$ cat src/rtl/cpu_main_fsm.sv
// Multi-cycle main control FSM for the RV32I core.
// Sequences FETCH/DECODE/EXEC/MEM/WB, drives datapath controls and the memory
// handshake, counts retired instructions and latches a sticky trap status.
module cpu_main_fsm #(
  parameter int unsigned WAIT_LIMIT = 255,
  parameter int unsigned CNT_W      = 32
) (
  input  logic             clk,
  input  logic             rst,
  input  logic [6:0]       opcode,
  input  logic             br_cond,
  input  logic             mem_ready,
  output logic             mem_req,
  output logic             mem_we,
  output logic             ir_we,
  output logic             pc_we,
  output logic [1:0]       pc_sel,
  output logic             rf_we,
  output logic [1:0]       wb_sel,
  output logic [1:0]       alu_src_a,
  output logic [1:0]       alu_src_b,
  output logic [1:0]       ALUOp,
  output logic             regbit,
  output logic             trap,
  output logic [1:0]       trap_cause,
  output logic [CNT_W-1:0] instret
);

  localparam int unsigned WAIT_W = (WAIT_LIMIT < 2) ? 1 : $clog2(WAIT_LIMIT + 1);

  localparam logic [6:0] OP_R      = 7'b0110011;
  localparam logic [6:0] OP_I      = 7'b0010011;
  localparam logic [6:0] OP_LOAD   = 7'b0000011;
  localparam logic [6:0] OP_STORE  = 7'b0100011;
  localparam logic [6:0] OP_BRANCH = 7'b1100011;
  localparam logic [6:0] OP_JAL    = 7'b1101111;
  localparam logic [6:0] OP_JALR   = 7'b1100111;
  localparam logic [6:0] OP_LUI    = 7'b0110111;
  localparam logic [6:0] OP_AUIPC  = 7'b0010111;

  localparam logic [1:0] CAUSE_ILLEGAL = 2'd1;
  localparam logic [1:0] CAUSE_TIMEOUT = 2'd2;

  typedef enum logic [2:0] {
    S_FETCH,
    S_DECODE,
    S_EXEC,
    S_MEM,
    S_WB,
    S_TRAP
  } state_t;

  typedef enum logic [3:0] {
    C_R,
    C_I,
    C_LOAD,
    C_STORE,
    C_BRANCH,
    C_JAL,
    C_JALR,
    C_LUI,
    C_AUIPC,
    C_ILL
  } cls_t;

  state_t              state_q, state_d;
  cls_t                dec_cls, op_q;
  logic [WAIT_W-1:0]   wait_q;
  logic                wait_hit;
  logic                stall;
  logic [1:0]          ctl_src_a, ctl_src_b, ctl_aluop;
  logic                ctl_regbit;

  // The request that would push the stall count to WAIT_LIMIT times out.
  assign wait_hit = (WAIT_LIMIT != 0) && (wait_q == WAIT_W'(WAIT_LIMIT - 1));
  assign stall    = mem_req && !mem_ready;

  // Classify the opcode presented by the IR.
  always_comb begin
    dec_cls = C_ILL;
    case (opcode)
      OP_R:      dec_cls = C_R;
      OP_I:      dec_cls = C_I;
      OP_LOAD:   dec_cls = C_LOAD;
      OP_STORE:  dec_cls = C_STORE;
      OP_BRANCH: dec_cls = C_BRANCH;
      OP_JAL:    dec_cls = C_JAL;
      OP_JALR:   dec_cls = C_JALR;
      OP_LUI:    dec_cls = C_LUI;
      OP_AUIPC:  dec_cls = C_AUIPC;
      default:   dec_cls = C_ILL;
    endcase
  end

  // ALU operand and operation selects for the latched instruction class.
  always_comb begin
    ctl_src_a  = 2'd0;
    ctl_src_b  = 2'd0;
    ctl_aluop  = 2'd0;
    ctl_regbit = 1'b0;
    case (op_q)
      C_R:      ctl_regbit = 1'b1;
      C_I:      ctl_src_b  = 2'd1;
      C_LOAD,
      C_STORE,
      C_JALR: begin
        ctl_src_b = 2'd1;
        ctl_aluop = 2'd1;
      end
      C_LUI: begin
        ctl_src_a = 2'd2;
        ctl_src_b = 2'd1;
        ctl_aluop = 2'd1;
      end
      C_AUIPC: begin
        ctl_src_a = 2'd1;
        ctl_src_b = 2'd1;
        ctl_aluop = 2'd1;
      end
      C_JAL:    ctl_aluop = 2'd1;
      C_BRANCH: ctl_aluop = 2'd2;
      default: begin
        ctl_src_a = 2'd0;
      end
    endcase
  end

  // Next-state and control decode; everything is held low while in reset.
  always_comb begin
    state_d   = state_q;
    mem_req   = 1'b0;
    mem_we    = 1'b0;
    ir_we     = 1'b0;
    pc_we     = 1'b0;
    pc_sel    = 2'd0;
    rf_we     = 1'b0;
    wb_sel    = 2'd0;
    alu_src_a = 2'd0;
    alu_src_b = 2'd0;
    ALUOp     = 2'd0;
    regbit    = 1'b0;

    if (state_q == S_EXEC || state_q == S_MEM || state_q == S_WB) begin
      alu_src_a = ctl_src_a;
      alu_src_b = ctl_src_b;
      ALUOp     = ctl_aluop;
      regbit    = ctl_regbit;
    end

    case (state_q)
      S_FETCH: begin
        mem_req = 1'b1;
        if (mem_ready) begin
          ir_we   = 1'b1;
          state_d = S_DECODE;
        end else if (wait_hit) begin
          state_d = S_TRAP;
        end
      end
      S_DECODE: begin
        state_d = (dec_cls == C_ILL) ? S_TRAP : S_EXEC;
      end
      S_EXEC: begin
        if (op_q == C_BRANCH) begin
          pc_we   = 1'b1;
          pc_sel  = br_cond ? 2'd1 : 2'd0;
          state_d = S_FETCH;
        end else if (op_q == C_LOAD || op_q == C_STORE) begin
          state_d = S_MEM;
        end else begin
          state_d = S_WB;
        end
      end
      S_MEM: begin
        mem_req = 1'b1;
        mem_we  = (op_q == C_STORE);
        if (mem_ready) begin
          if (op_q == C_STORE) begin
            pc_we   = 1'b1;
            state_d = S_FETCH;
          end else begin
            state_d = S_WB;
          end
        end else if (wait_hit) begin
          state_d = S_TRAP;
        end
      end
      S_WB: begin
        rf_we   = 1'b1;
        pc_we   = 1'b1;
        state_d = S_FETCH;
        if (op_q == C_LOAD) begin
          wb_sel = 2'd1;
        end else if (op_q == C_JAL || op_q == C_JALR) begin
          wb_sel = 2'd2;
        end
        if (op_q == C_JAL) begin
          pc_sel = 2'd1;
        end else if (op_q == C_JALR) begin
          pc_sel = 2'd2;
        end
      end
      S_TRAP: begin
        state_d = S_TRAP;
      end
      default: begin
        state_d = S_FETCH;
      end
    endcase

    if (rst) begin
      mem_req   = 1'b0;
      mem_we    = 1'b0;
      ir_we     = 1'b0;
      pc_we     = 1'b0;
      pc_sel    = 2'd0;
      rf_we     = 1'b0;
      wb_sel    = 2'd0;
      alu_src_a = 2'd0;
      alu_src_b = 2'd0;
      ALUOp     = 2'd0;
      regbit    = 1'b0;
    end
  end

  // State, latched class, stall counter, trap status and retire counter.
  always_ff @(posedge clk or posedge rst) begin
    if (rst) begin
      state_q    <= S_FETCH;
      op_q       <= C_R;
      wait_q     <= '0;
      trap       <= 1'b0;
      trap_cause <= 2'd0;
      instret    <= '0;
    end else begin
      state_q <= state_d;

      if (state_q == S_DECODE) begin
        op_q <= dec_cls;
      end

      // Count consecutive stalls of one request; any completion or exit clears.
      if (stall && state_d == state_q) begin
        if (wait_q != '1) begin
          wait_q <= wait_q + WAIT_W'(1);
        end
      end else begin
        wait_q <= '0;
      end

      if (state_d == S_TRAP && state_q != S_TRAP) begin
        trap       <= 1'b1;
        trap_cause <= (state_q == S_DECODE) ? CAUSE_ILLEGAL : CAUSE_TIMEOUT;
      end

      if (pc_we) begin
        instret <= instret + CNT_W'(1);
      end
    end
  end

endmodule

$ cat config.mk
export PLATFORM = sky130hd
export DESIGN_NAME = cpu_main_fsm
export DESIGN_NICKNAME = d
export VERILOG_FILES = /design/src/rtl/cpu_main_fsm.sv
export SDC_FILE = /design/constraint.sdc
export NUM_CORES = 1
export LEC_CHECK = 0
export CORE_ASPECT_RATIO = 0.75
export CORE_UTILIZATION = 50
export CTS_CLUSTER_DIAMETER = 40
export CTS_CLUSTER_SIZE = 25
export DETAILED_ROUTE_END_ITERATION = 10
export PLACE_DENSITY = 0.91
export SLEW_MARGIN = 5
export SYNTH_ARGS = -nofsm -noshare
export SYNTH_HDL_FRONTEND = slang
export SYNTH_SLANG_ARGS = --single-unit
$ cat constraint.sdc
create_clock -name clk -period 3.3 [get_ports clk]
set_clock_uncertainty 0.1 [all_clocks]
set_input_delay 0.66 -clock clk [delete_from_list [all_inputs] [get_ports clk]]
set_output_delay 0.66 -clock clk [all_outputs]
set_load 0.02 [all_outputs]
==> results of run 1 <==
==> power by group through the flow <==
stage	registers [uW]	logic [uW]	clock network, uW
CTS	702	282	453
detailed placement	714	282	0
global route	711	312	474
finish	703	283	449
floorplan	696	205	0
global placement	712	273	0
==> cell type report <==
| type | count | area, um^2 |
|---|---|---|
| fillers | 429 | 1780 |
| multi-input cells | 227 | 1460 |
| flip-flops and latches | 50 | 1250 |
| repair buffers | 66 | 646 |
| well taps | 75 | 93.8 |
| clock buffers | 5 | 68.8 |
| clock inverters | 3 | 47.5 |
| inverters | 11 | 41.3 |
==> placed cells by master (no fill, tap or decap), drive strengths merged, types with 3 or more instances in the layout <==
master / n
nor2: 34
and3: 10
buf: 6
nand2: 28
a21oi: 13
dfrtp: 50
xor2: 21
nor2b: 7
o21ai: 10
nand3: 11
clkbuf: 5
nand4: 12
nand2b: 5
and4: 3
clkdlybuf4s50: 60
ha: 3
inv: 12
nor4b: 3
nor3: 17
xnor2: 15
==> metal layers <==
layer | GRT usage, % | vias to the layer above | routed length (um)
met2 | 38.2 | 82 | 3030
met1 | 30.1 | 1117 | 2880
met5 | 0 | - | 0
met3 | 4.09 | 17 | 288
li1 | - | 1174 | -
met4 | 8.67 | 0 | 127
==> worst min-delay path by stage <==
| stage | to | cells after the start | from | slack [ns] |
|---|---|---|---|---|
| after floorplan | wait_q[7] | 2 | wait_q[7] | 0.40 |
| after global placement | instret[31] | 1 | instret[31] | 0.36 |
| after detailed placement | instret[30] | 1 | instret[30] | 0.38 |
| after CTS | instret[30] | 1 | instret[30] | 0.40 |
| after global routing | instret[27] | 1 | instret[27] | 0.42 |
| final | instret[30] | 1 | instret[30] | 0.39 |
==> cells in the mapped netlist (all sizes together) (2+ instances only) <==
cell type | number | area share, %
ha | 3 | 1.3
or3b | 2 | 0.80
o21ai | 10 | 2.2
nor4 | 2 | 0.45
nor3b | 2 | 0.53
nor2b | 7 | 1.6
and3 | 10 | 2.2
inv | 11 | 1.5
nand2 | 28 | 3.7
xnor2 | 15 | 4.7
xor2 | 21 | 6.5
buf | 5 | 1.4
and2b | 2 | 0.53
nor4b | 3 | 0.94
nand2b | 5 | 1.1
a2111oi | 2 | 1.3
or3 | 2 | 0.45
a31oi | 2 | 0.45
a21oi | 13 | 2.3
nor2 | 34 | 4.5
and4 | 3 | 0.94
a211oi | 2 | 0.71
nand3 | 11 | 2.0
nand4 | 12 | 3.4
dfrtp | 50 | 45
clkbuf | 6 | 0.80
nand4b | 2 | 0.62
nor3 | 17 | 3.6
nand3b | 2 | 0.53
==> state kept, by name, indices dropped and copies added (netlist names) <==
signal      cells
instret        32
op_q            4
state_q         3
trap            1
trap_cause      2
wait_q          8
==> worst max-delay path, cell delays in order (launching register included) <==
cell and delay (ns):
dfrtp_1 0.51, nand2_1 0.21, or3_1 0.38, nor4b_1 0.36, clkdlybuf4s50_1 0.70
==> cell families after synthesis <==
logic type	after synthesis
other	1
xor gates and xnor gates	36
AOI/OAI and AO/OA	39
DFF	50
adders and majority gates	3
muxes	2
buffers and inverters	22
and+or+nand+nor	146
==> per-stage QoR <==
stage | utilization [%] | std cells | cell area [um^2]
after global routing | 67.0 | 437 | 3600
after detailed placement | 64.8 | 429 | 3490
after floorplan | - | 299 | 2810
after global placement | 64.8 | 429 | 3490
after CTS | 67.0 | 437 | 3600
final | 67.0 | 437 | 3600
==> results.yml, run 1 <==
status:
  status: "finished, final reports clean"
power:
  p_int_uw: 998
  pwr_density_cell_nw_per_um2: 398
  clkPwrFrac_pct: 31.3
  p_switching_uw: 437
  power_frac_seq_pct: 49.0
  combPwrFrac_pct: 19.7
  p_total_uw: 1440
  leakagePower_uw: 0.00156
  ir_worst_vdd_mv: 0.311
  swShare_pct: 30.4
critical_path:
  setup.worst_path.end_class: "output pin"
  path_max_fanout: 9
  crit_path_start_kind: "flip-flop"
  path_class: "flip-flop to output pin"
  r2r_start: "op_q[3]"
  r2r_end: "instret[31]"
  worstRegToRegCells: 5
  rrSetupSlack_ns: 0.97
  critical_path_arrival_ns: 2.46
  critPathLaunch: "op_q[0]"
  crit_end: "mem_we"
  critPathRequiredTime_ns: 2.54
clocking:
  cts_max_level: 2
  clock_latency_ns: 0.31
  cts_tree: "done"
  cts_hold_buf: 0
  numCtsBuffers: 5
  post_cts_buffers: 0
  cts.clk_slew.worst_paths_ns: 0.10
  clockBufferDepth: 2
  cts-root-buf: "clkbuf_8"
  cts-resized-gates: 0
  clock-sinks: 50
grt:
  grt_usage_pct: 23.1
  grt_pass1_wl_um: 10400
  antenna_found_initial: 0
  grt_pass1_vias: 2241
  grt_overflow: 0
  grt_max_degree: 51
placed_design:
  numPortBuffers: 60
  hpwl_um: 4740
  gp_congestion: 0.828
  dp_worst_setup_slack_ns: 0.175
synthesis:
  synthArstFlopShare_pct: 100
  syn-num-nets: 313
  netlist-cell-type-count: 52
  synth_fa_ha_area_share_pct: 1.34
  synthCells: 299
  yosysWarnings: 0
  synth.avg_cell_area_um2: 9.40
  synthXorXnorAreaFrac_pct: 11.2
  ys_ff_latch: 50
  synth_simple_gate_area_share_pct: 28.4
  synth-edff-count: 0
  synth_top_family_by_area: "simple AND/OR/NAND/NOR gates"
  synthMuxAreaShare_pct: 0.757
  synth_compound_area_share_pct: 9.97
  syn_area_um2: 2810
  synth-main-ff-cell: "dfrtp_1"
  seq_area_frac_synth_pct: 44.5
floorplanning:
  die_h_um: 66.9
  ios: 62
  die-area_um2: 5930
  fp.dieW_um: 88.6
  rows: 23
  initial_core_util_pct: 52.2
  coreArea_um2: 5380
timing:
  finalHoldViolCount: 0
  rsz0062_at_grt: "false"
  setup_viol: 0
  maxSlewViolCount: 0
  fin_setup_tns_ns: 0
  finalCriticalPeriod_ns: 3.22
  slew_headroom_pct: 59.4
  hold_ws_ns: 0.395
  finalCritPeriodShare_pct: 97.7
  max_freq_ghz: 0.310
  worst_slack_ns: 0.0769
  tightest_slew_ns: 0.609
layout:
  drive_above_1_share_pct: 7.46
  n_antenna_cell: 0
  syn_to_final_growth_pct: 28.2
  layout.nets: 375
detailed_routing:
  wl_um: 6320
  antenna_left: 0
  vias: 2390
  firstDrtPassIters: 4
  via_per_inst: 5.47
  wl_per_cell_um: 14.5
  drt_drc_violations_left: 0
  drt-initial-drc-count: 115
job:
  maxCapViolCount: 0
min_path:
  hp-class: "flip-flop to flip-flop"
Power figures use the tool's default switching activity.
==> inputs of run 2 (changes only) <==
Settings changed: PLACE_DENSITY 0.91 to 0.79.
==> results.yml, run 2 (synthesis results as in run 1) <==
layout:
  design_area_um2: 3600
  reg.largest.list: "instret (32), wait_q (8), op_q (4)"
  syn_to_final_growth_pct: 28.0
  fill_cells: 432
  drive_above_1_share_pct: 7.99
  n_antenna_cell: 0
  layout.nets: 376
  layout_commonest_cell: "clkdlybuf4s50_1"
  largest-register: "instret"
  final_cell_mix: "clkdlybuf4s50_1 (60), dfrtp_1 (49), nor2_1 (34), nand2_1 (28), xor2_1 (21)"
  largest_register_ffs: 32
floorplanning:
  rows: 23
  coreArea_um2: 5380
  fp.dieW_um: 88.6
  die_h_um: 66.9
  ios: 62
  initial_core_util_pct: 52.2
  die-area_um2: 5930
timing:
  finalCritPeriodShare_pct: 95.6
  tightest_slew_ns: 0.509
  setup_viol: 0
  finalCriticalPeriod_ns: 3.16
  rsz0062_at_grt: "false"
  fin_setup_tns_ns: 0
  maxSlewViolCount: 0
  finalHoldViolCount: 0
  slew_headroom_pct: 65.8
  max_freq_ghz: 0.317
status:
  status: "finished, final reports clean"
grt:
  grt_pass1_wl_um: 10400
  grt_pass1_vias: 2279
  grt_usage_pct: 22.8
  antenna_found_initial: 0
  grt_overflow: 0
  grt_max_degree: 32
min_path:
  whs_endpoint: "instret[31]"
  min_from: "instret[31]"
  hp-class: "flip-flop to flip-flop"
  hold_path_depth: 1
critical_path:
  setup.worst_path.end_class: "output pin"
  rrSetupSlack_ns: 1.11
  r2r_end: "instret[30]"
  crit_path_start_kind: "input pin"
  critical_path_arrival_ns: 2.40
  r2r_start: "op_q[3]"
  critPathRequiredTime_ns: 2.54
  path_class: "input pin to output pin"
  path_max_fanout: 4
  worstRegToRegCells: 5
power:
  power_frac_seq_pct: 51.4
  leakagePower_uw: 0.00156
  ir_worst_vdd_mv: 0.232
  clkPwrFrac_pct: 27.9
  p_int_uw: 944
  pwr_density_cell_nw_per_um2: 384
  p_switching_uw: 436
  combPwrFrac_pct: 20.7
  swShare_pct: 31.6
detailed_routing:
  vias: 2428
  antenna_left: 0
  firstDrtPassIters: 4
  drt-initial-drc-count: 92
  wl_per_cell_um: 13.9
  drt_drc_violations_left: 0
  via_per_inst: 5.54
  wl_um: 6110
clocking:
  clock-sinks: 50
  post_cts_buffers: 0
  cts-root-buf: "clkbuf_8"
  cts_max_level: 2
  clockBufferDepth: 2
  clock_latency_ns: 0.32
  cts_tree: "done"
  cts.clk_slew.worst_paths_ns: 0.09
  numCtsBuffers: 5
  cts_hold_buf: 0
job:
  maxCapViolCount: 0
placed_design:
  place_area_um2: 3490
  gp_congestion: 0.900
  hpwl_um: 4370
  numPortBuffers: 60
[run 2: cell types whose count changed in the layout (fill, tap and decap cells not counted)]
cell / before / now
buf_4: 6 / 7
bufinv_16: 1 / 0
clkbuf_8: 5 / 6
clkinv_4: 1 / 2
dfrtp_1: 50 / 49
dfrtp_2: 0 / 1
inv_6: 1 / 0
[run 2: power by group through the flow]
stage	clock network [uW]	registers, uW	logic [uW]
final	385	710	285
after floorplan	0	696	205
after global placement	0	719	274
after detailed placement	0	718	280
after CTS	396	708	284
after global routing	418	717	311
[run 2: what timing repair did]
item	in CTS	in global routing
resized for setup	0	1
endpoints found under the hold margin	0	0
endpoints found under the setup margin	0	1
[run 2: per-layer routing]
layer | vias up | track usage, % | share of wire (%)
met5 | - | 0 | 0
met4 | 0 | 6.05 | 0.70
met3 | 7 | 6.44 | 4.8
met2 | 62 | 36.3 | 47
met1 | 1192 | 30.5 | 47
li1 | 1167 | - | -
[run 2: how the worst max path moves through the flow]
stage / from / endpoint / slack (ns) / depth (start not counted)
4_1_cts: op_q[1] / mem_we / 0.12 / 4
3_3_place_gp: rst / wb_sel[0] / 0.21 / 5
5_1_grt: state_q[0] / mem_req / 0.03 / 4
6_report: rst / wb_sel[0] / 0.14 / 5
3_5_place_dp: rst / wb_sel[0] / 0.14 / 5
2_1_floorplan: rst / alu_src_a[1] / 0.02 / 3
[run 2: stage by stage]
stage          hold WS [ns]  setup slack [ns]  util, %  cells  power, uW
5_1_grt               0.415            0.0269     66.8    438       1450
6_report              0.369             0.145     66.8    438       1380
3_5_place_dp          0.361             0.138     64.9    430        998
3_3_place_gp          0.366             0.212     64.9    430        993
4_1_cts               0.374             0.119     66.8    438       1390
2_1_floorplan         0.398            0.0159        -    299        901
[run 2: critical path, cell delays in order]
cell and delay [ns]:
clkdlybuf4s50_1 0.47, nor2_1 0.16, and2_1 0.18, nor4b_1 0.25, clkdlybuf4s50_1 0.66
[run 2: final cells by class]
class / instances / area [um^2] / area share [%]
Clock buffer: 6 / 82.6 / 2.30
Clock inverter: 2 / 17.5 / 0.487
Inverter: 11 / 41.3 / 1.15
Multi-Input combinational cell: 227 / 1460 / 40.5
Sequential cell: 50 / 1250 / 34.8
Tap cell: 75 / 93.8 / 2.61
Timing Repair Buffer: 67 / 653 / 18.2
